===== config.mk =====
export PLATFORM = sky130hd
export DESIGN_NAME = calc_controller_flat
export DESIGN_NICKNAME = d
export VERILOG_FILES = /design/src/rtl/calc_controller_if.sv /design/src/rtl/calc_controller.sv /design/src/flat_wrapper.sv
export SDC_FILE = /design/constraint.sdc
export NUM_CORES = 1
export LEC_CHECK = 0
export ABC_AREA = 1
export CAP_MARGIN = 20
export CORE_ASPECT_RATIO = 0.6
export CORE_UTILIZATION = 55
export DETAILED_ROUTE_END_ITERATION = 12
export PLACE_DENSITY = 0.77
export SLEW_MARGIN = 20
export SYNTH_ARGS = -nofsm -noshare
export SYNTH_HDL_FRONTEND = slang
export SYNTH_SLANG_ARGS = --single-unit

===== constraint.sdc =====
create_clock -name i_clk -period 5.1 [get_ports i_clk]
set_input_delay 0.765 -clock i_clk [delete_from_list [all_inputs] [get_ports i_clk]]
set_output_delay 0.765 -clock i_clk [all_outputs]
set_load 0.01 [all_outputs]

===== src/rtl/calc_controller_if.sv =====
// Character-buffer write port: valid/ready handshake carrying a buffer address and an ASCII code.
interface calc_controller_if #(
  parameter int unsigned ADDR_W = 11
);
  logic              wr_valid;
  logic              wr_ready;
  logic [ADDR_W-1:0] wr_addr;
  logic [7:0]        wr_char;

  modport master (output wr_valid, output wr_addr, output wr_char, input wr_ready);
  modport slave  (input wr_valid, input wr_addr, input wr_char, output wr_ready);
endinterface


===== src/rtl/calc_controller.sv =====
// Calculator sequencing controller: turns key presses and switch values into an
// operand-A / operand-B / result sequence and streams the shown value as four
// ASCII hex digits into the character buffer.
module calc_controller #(
  parameter int unsigned WIDTH     = 8,
  parameter int unsigned ADDR_W    = 11,
  parameter int unsigned BASE_ADDR = 0
) (
  input  logic               i_clk,
  input  logic               i_reset_n,
  input  logic [3:0]         i_key_n,
  input  logic [9:0]         i_sw,
  calc_controller_if.master  io_wr,
  output logic [2*WIDTH-1:0] o_result,
  output logic [1:0]         o_state,
  output logic               o_busy
);

  localparam int unsigned RW = 2 * WIDTH;

  typedef enum logic [1:0] {StA = 2'b00, StB = 2'b01, StRes = 2'b10} state_e;

  // Key conditioning (only enter and clear are used).
  logic [1:0] r_key_s1, r_key_s2, r_key_prev;
  logic [1:0] w_press;
  logic       w_enter, w_clear;

  // Main FSM.
  state_e           r_state, w_state_nxt;
  logic [WIDTH-1:0] r_a, w_a_nxt, r_b, w_b_nxt;
  logic [1:0]       r_op, w_op_nxt;
  logic [RW-1:0]    r_result, w_result_nxt;
  logic [RW-1:0]    w_show_nxt;
  logic [RW-1:0]    w_opa, w_opb, w_alu;
  logic             w_trigger;

  // Display engine.
  logic          r_init, r_busy;
  logic [1:0]    r_idx;
  logic [RW-1:0] r_snap;
  logic [3:0]    w_nib;

  // B, op and the spare keys are kept for completeness but feed nothing.
  logic w_unused;
  assign w_unused = ^{i_key_n[3:2], r_b, r_op};

  // Two-flop synchronizer plus previous-value flop; released keys read as 1.
  always_ff @(posedge i_clk or negedge i_reset_n) begin
    if (!i_reset_n) begin
      r_key_s1   <= '1;
      r_key_s2   <= '1;
      r_key_prev <= '1;
    end else begin
      r_key_s1   <= i_key_n[1:0];
      r_key_s2   <= r_key_s1;
      r_key_prev <= r_key_s2;
    end
  end

  assign w_press = r_key_prev & ~r_key_s2;
  assign w_enter = w_press[0];
  assign w_clear = w_press[1];

  assign w_opa = RW'(r_a);
  assign w_opb = RW'(i_sw[WIDTH-1:0]);

  // Operator decode; operands zero-extended, results wrap at 2*WIDTH bits.
  always_comb begin
    case (i_sw[9:8])
      2'b00:   w_alu = w_opa + w_opb;
      2'b01:   w_alu = w_opa - w_opb;
      2'b10:   w_alu = w_opa * w_opb;
      default: w_alu = w_opa & w_opb;
    endcase
  end

  // Next-state logic; clear wins over enter, enter is dropped while a refresh runs.
  always_comb begin
    w_state_nxt  = r_state;
    w_a_nxt      = r_a;
    w_b_nxt      = r_b;
    w_op_nxt     = r_op;
    w_result_nxt = r_result;
    w_show_nxt   = r_snap;
    w_trigger    = r_init;  // automatic "0000" refresh on the first edge after reset
    if (w_clear) begin
      w_state_nxt  = StA;
      w_a_nxt      = '0;
      w_b_nxt      = '0;
      w_result_nxt = '0;
      w_show_nxt   = '0;
      w_trigger    = 1'b1;
    end else if (w_enter && !r_busy) begin
      w_trigger = 1'b1;
      case (r_state)
        StA: begin
          w_a_nxt     = i_sw[WIDTH-1:0];
          w_show_nxt  = RW'(i_sw[WIDTH-1:0]);
          w_state_nxt = StB;
        end
        StB: begin
          w_b_nxt      = i_sw[WIDTH-1:0];
          w_op_nxt     = i_sw[9:8];
          w_result_nxt = w_alu;
          w_show_nxt   = w_alu;
          w_state_nxt  = StRes;
        end
        StRes: begin
          // Chain the low half of the result into the next operand A.
          w_a_nxt     = r_result[WIDTH-1:0];
          w_show_nxt  = RW'(r_result[WIDTH-1:0]);
          w_state_nxt = StB;
        end
        default: begin
          w_show_nxt  = '0;
          w_state_nxt = StA;
        end
      endcase
    end
  end

  // Main FSM state and operand registers.
  always_ff @(posedge i_clk or negedge i_reset_n) begin
    if (!i_reset_n) begin
      r_state  <= StA;
      r_a      <= '0;
      r_b      <= '0;
      r_op     <= '0;
      r_result <= '0;
    end else begin
      r_state  <= w_state_nxt;
      r_a      <= w_a_nxt;
      r_b      <= w_b_nxt;
      r_op     <= w_op_nxt;
      r_result <= w_result_nxt;
    end
  end

  // Display engine: a trigger snapshots the shown value and restarts at digit 0.
  always_ff @(posedge i_clk or negedge i_reset_n) begin
    if (!i_reset_n) begin
      r_init <= 1'b1;
      r_busy <= 1'b0;
      r_idx  <= '0;
      r_snap <= '0;
    end else begin
      r_init <= 1'b0;
      if (w_trigger) begin
        r_snap <= w_show_nxt;
        r_idx  <= '0;
        r_busy <= 1'b1;
      end else if (r_busy && io_wr.wr_ready) begin
        r_idx <= r_idx + 2'd1;
        if (r_idx == 2'd3) r_busy <= 1'b0;
      end
    end
  end

  // Digit idx shows nibble (3-idx), i.e. most-significant first.
  assign w_nib = 4'(r_snap >> {~r_idx, 2'b00});

  // Nibble to ASCII hex.
  always_comb begin
    io_wr.wr_char = 8'h30;
    if (w_nib < 4'd10) io_wr.wr_char = 8'h30 + {4'h0, w_nib};
    else               io_wr.wr_char = 8'h37 + {4'h0, w_nib};
  end

  assign io_wr.wr_valid = r_busy;
  assign io_wr.wr_addr  = ADDR_W'(BASE_ADDR) + ADDR_W'(r_idx);
  assign o_result       = r_result;
  assign o_state        = r_state;
  assign o_busy         = r_busy;

endmodule


===== src/flat_wrapper.sv =====
// flat-port wrapper written by rule: the top's interface ports become plain ports
module calc_controller_flat 
#(
  parameter int unsigned WIDTH     = 8,
  parameter int unsigned ADDR_W    = 11,
  parameter int unsigned BASE_ADDR = 0
)
  (i_clk, i_reset_n, i_key_n, i_sw, o_result, o_state, o_busy, io_wr_wr_valid, io_wr_wr_addr, io_wr_wr_char, io_wr_wr_ready);
  calc_controller_if #(.ADDR_W(ADDR_W)) io_wr_i ();
  input  logic i_clk;
  input  logic i_reset_n;
  input  logic [3:0] i_key_n;
  input  logic [9:0] i_sw;
  output logic [2*WIDTH-1:0] o_result;
  output logic [1:0] o_state;
  output logic o_busy;
  output wire logic [$bits(io_wr_i.wr_valid)-1:0] io_wr_wr_valid;
  output wire logic [$bits(io_wr_i.wr_addr)-1:0] io_wr_wr_addr;
  output wire logic [$bits(io_wr_i.wr_char)-1:0] io_wr_wr_char;
  input wire logic [$bits(io_wr_i.wr_ready)-1:0] io_wr_wr_ready;
  assign io_wr_wr_valid = io_wr_i.wr_valid;
  assign io_wr_wr_addr = io_wr_i.wr_addr;
  assign io_wr_wr_char = io_wr_i.wr_char;
  assign io_wr_i.wr_ready = io_wr_wr_ready;
  calc_controller #(.WIDTH(WIDTH), .ADDR_W(ADDR_W), .BASE_ADDR(BASE_ADDR)) u_core (.i_clk(i_clk), .i_reset_n(i_reset_n), .i_key_n(i_key_n), .i_sw(i_sw), .io_wr(io_wr_i), .o_result(o_result), .o_state(o_state), .o_busy(o_busy));
endmodule

==> reports/qor.csv <==
metric;value;unit
outcome;completed;
Die H;80.4;microns
initial drt markers;440;
Worst-path clk slew;0.07;ns
Rows;28;
Seq/Total Area, Yosys;23.3;%
CTS tree;built;
Final Cycle Share;96.5;%
fillers;876;
Async SR Flop Fraction;100;%
clk_skew;0.00782;ns
CP max FO;6;
Vias/cell;5.38;
RSZ-0062 raised after global routing;no;
storage element area;1310;sq um
final RePlAce weighted congestion;0.974;
GRT Overall Usage;30.7;%
CTS Sinks;52;
min-delay worst type;reg2reg;
Max Slew Vio Count;0;
Yosys cell types;41;
Area contributors post-synth;dfrtp_1 (20%), nand2_1 (17%), fa_1 (14%);
drt wl/cell;15.4;microns
Worst Tran Pin Value;0.918;ns
share of cells above drive strength 1;7.49;%
Residual DRC;0;
Hold Violations, Final;0;
CP Launch Type;input pin;
Clock Tree Root;clkbuf_16;
Antenna Violating Nets Remaining;0;
first-pass GRT wire length;25200;microns
synthesized area;5630;sq um
Pleak;3.86;nW
# H-tree levels;2;
I/O pin count;56;
Post-Syn Instances;800;
DRT Pass-1 Iters;6;
most instantiated cells after synthesis;nand2_1 (248), inv_1 (168), nand3_1 (59);
clk buf depth;2;
Die Wd;133;microns
Max-cap violations;0;
via count;5324;
Yosys reg bits;52;
multi-input logic area;3550;sq um
nets;962;
worst-skew pair later-pin latency;0.29;ns
power per cell area;157;nW/um^2
crit end category;register;
postcts setup bufs;0;
setup TNS;0;ns
Slew headroom;38.6;%
syn_area_per_cell;7.04;sq um
Req. time, crit path;5.33;ns
Tmin final;4.92;ns
area leader, netlist;dfrtp_1;
die area;10700;sq um
Area Growth Syn to Fin;15.3;%
vias in the first global route;5102;
Ant. Diodes;0;
Routed WL;15200;microns
endpoints failing setup;0;
hpwl dp;12500;microns
I/O Buffers;43;
initial antenna violation count;0;
Max Clk Rate;203;MHz
largest net degree at the start of global routing;53;
EDFF count, synth;0;
post-layout util;65.5;%
CTS Buf Count;5;
Yosys warnings;0;
critical path arrival;5.15;ns
Top FF cell, synth;dfrtp_1;
core box area;9910;sq um
Max VDD drop;0.168;mV
Starting Density;56.8;%
top-area cell type share of the netlist area;20.0;%
global route total overflow;0;
Worst Path Class, Setup;in2reg;
most numerous cell in the Yosys netlist;nand2_1;
==> critical path: stages <==
cell	delay, ns
clkdlybuf4s50_1	0.46
buf_4	0.17
nand2_1	0.10
fa_1	0.51
fa_1	0.50
inv_1	0.06
fa_1	0.53
inv_1	0.06
fa_1	0.53
inv_1	0.04
ha_1	0.32
inv_1	0.11
nor3_1	0.18
nand2_1	0.08
nand2_2	0.11
xnor2_1	0.07
o21ai_0	0.27
nand2_1	0.14
nand2_1	0.11
==> power by group <==
group	internal, mW	switching [mW]
Clock	0.246	0.155
Sequential	0.420	0.00714
Combinational	0.0699	0.122
==> stage by stage <==
stage | power [mW] | instances | worst slack (ns) | hold slack [ns] | cell area [sq um]
3_5_place_dp | 0.622 | 981 | -0.185 | 0.352 | 6280
2_1_floorplan | 0.550 | 810 | 0.592 | 0.345 | 5670
4_1_cts | 1.02 | 989 | 0.105 | 0.361 | 6460
6_report | 1.02 | 989 | 0.179 | 0.358 | 6490
5_1_grt | 1.06 | 989 | 0.0123 | 0.363 | 6490
3_3_place_gp | 0.616 | 981 | -0.0604 | 0.346 | 6280
==> registers in the layout, indices dropped and copies added, names as in the netlist <==
signal,flops
u_core.io_wr.wr_valid,1
u_core.r_idx,2
u_core.r_a,8
u_core.o_state,2
u_core.r_key_s1,2
u_core.r_key_prev,2
u_core.r_init,1
u_core.r_snap,16
u_core.o_result,16
u_core.r_key_s2,2
==> path summary, 6_finish.rpt <==
kind / startpoint / to / slack (ns) / cells after the start
worst max-delay path: i_sw[4] / u_core.o_result[10] / 0.18 / 19
worst min-delay path: u_core.r_key_s1[0] / u_core.r_key_s2[0] / 0.36 / 0
worst max register to register: u_core.r_a[2] / u_core.o_result[10] / 0.50 / 17
worst min register to register: u_core.r_key_s1[0] / u_core.r_key_s2[0] / 0.36 / 0
max in group asynchronous: i_reset_n / u_core.o_result[8] / 4.15 / 1
min in group asynchronous: i_reset_n / u_core.r_a[1] / 0.49 / 1
==> cell usage in the layout, fill, tap and decap left out, types with 2 or more instances in the layout <==
cell type | netlist | final
a21boi_0 | 2 | 2
a21oi_1 | 24 | 22
a21oi_2 | 1 | 3
a22o_1 | 2 | 2
buf_4 | 13 | 29
clkbuf_16 | 0 | 5
clkdlybuf4s50_1 | 0 | 40
conb_1 | 1 | 11
dfrtp_1 | 45 | 45
dfstp_2 | 7 | 7
dlymetal6s2s_1 | 0 | 2
fa_1 | 38 | 38
ha_1 | 54 | 53
inv_1 | 168 | 168
inv_2 | 2 | 2
nand2_1 | 248 | 246
nand2_2 | 0 | 2
nand3_1 | 59 | 59
nand4_1 | 10 | 10
nor2_1 | 22 | 22
nor2_2 | 3 | 3
nor3_1 | 5 | 5
o21a_1 | 3 | 3
o21ai_0 | 44 | 40
o21ai_1 | 5 | 9
o21bai_1 | 3 | 3
or2_2 | 2 | 2
xnor2_1 | 3 | 3
==> per-layer routing <==
layer | GRT usage [%] | up-vias | routed length (microns)
met3 | 8.40 | 18 | 1660
met5 | 0 | - | 0
met2 | 46.5 | 254 | 6310
met1 | 44.3 | 2504 | 7080
met4 | 4.37 | 0 | 134
li1 | - | 2548 | -
==> cells by family after synthesis <==
logic type / Yosys count / share of synthesized area, %
buffers and inverters: 205 / 14.7
AO/OA/AOI/OAI: 92 / 9.54
adder cells (fa/ha/maj): 92 / 25.5
flip-flops: 52 / 23.3
other: 1 / 0.0666
AND/OR/NAND/NOR: 354 / 26.3
XOR/XNOR: 4 / 0.622
==> repair_timing <==
action,4_1_cts,5_1_grt
gates resized for setup,0,11
hold buffers,0,0
hold endpoints to repair,0,0
setup endpoints to repair,0,13
==> area by class of cell <==
type	instances	share of cell area [%]
clock inverters	2	0.598
multi-input cells	553	54.7
clock buffers	6	2.14
well taps	135	2.60
repair buffers	71	9.91
inverters	170	9.83
flip-flops and latches	52	20.2
(Power assumes the default switching activity.)
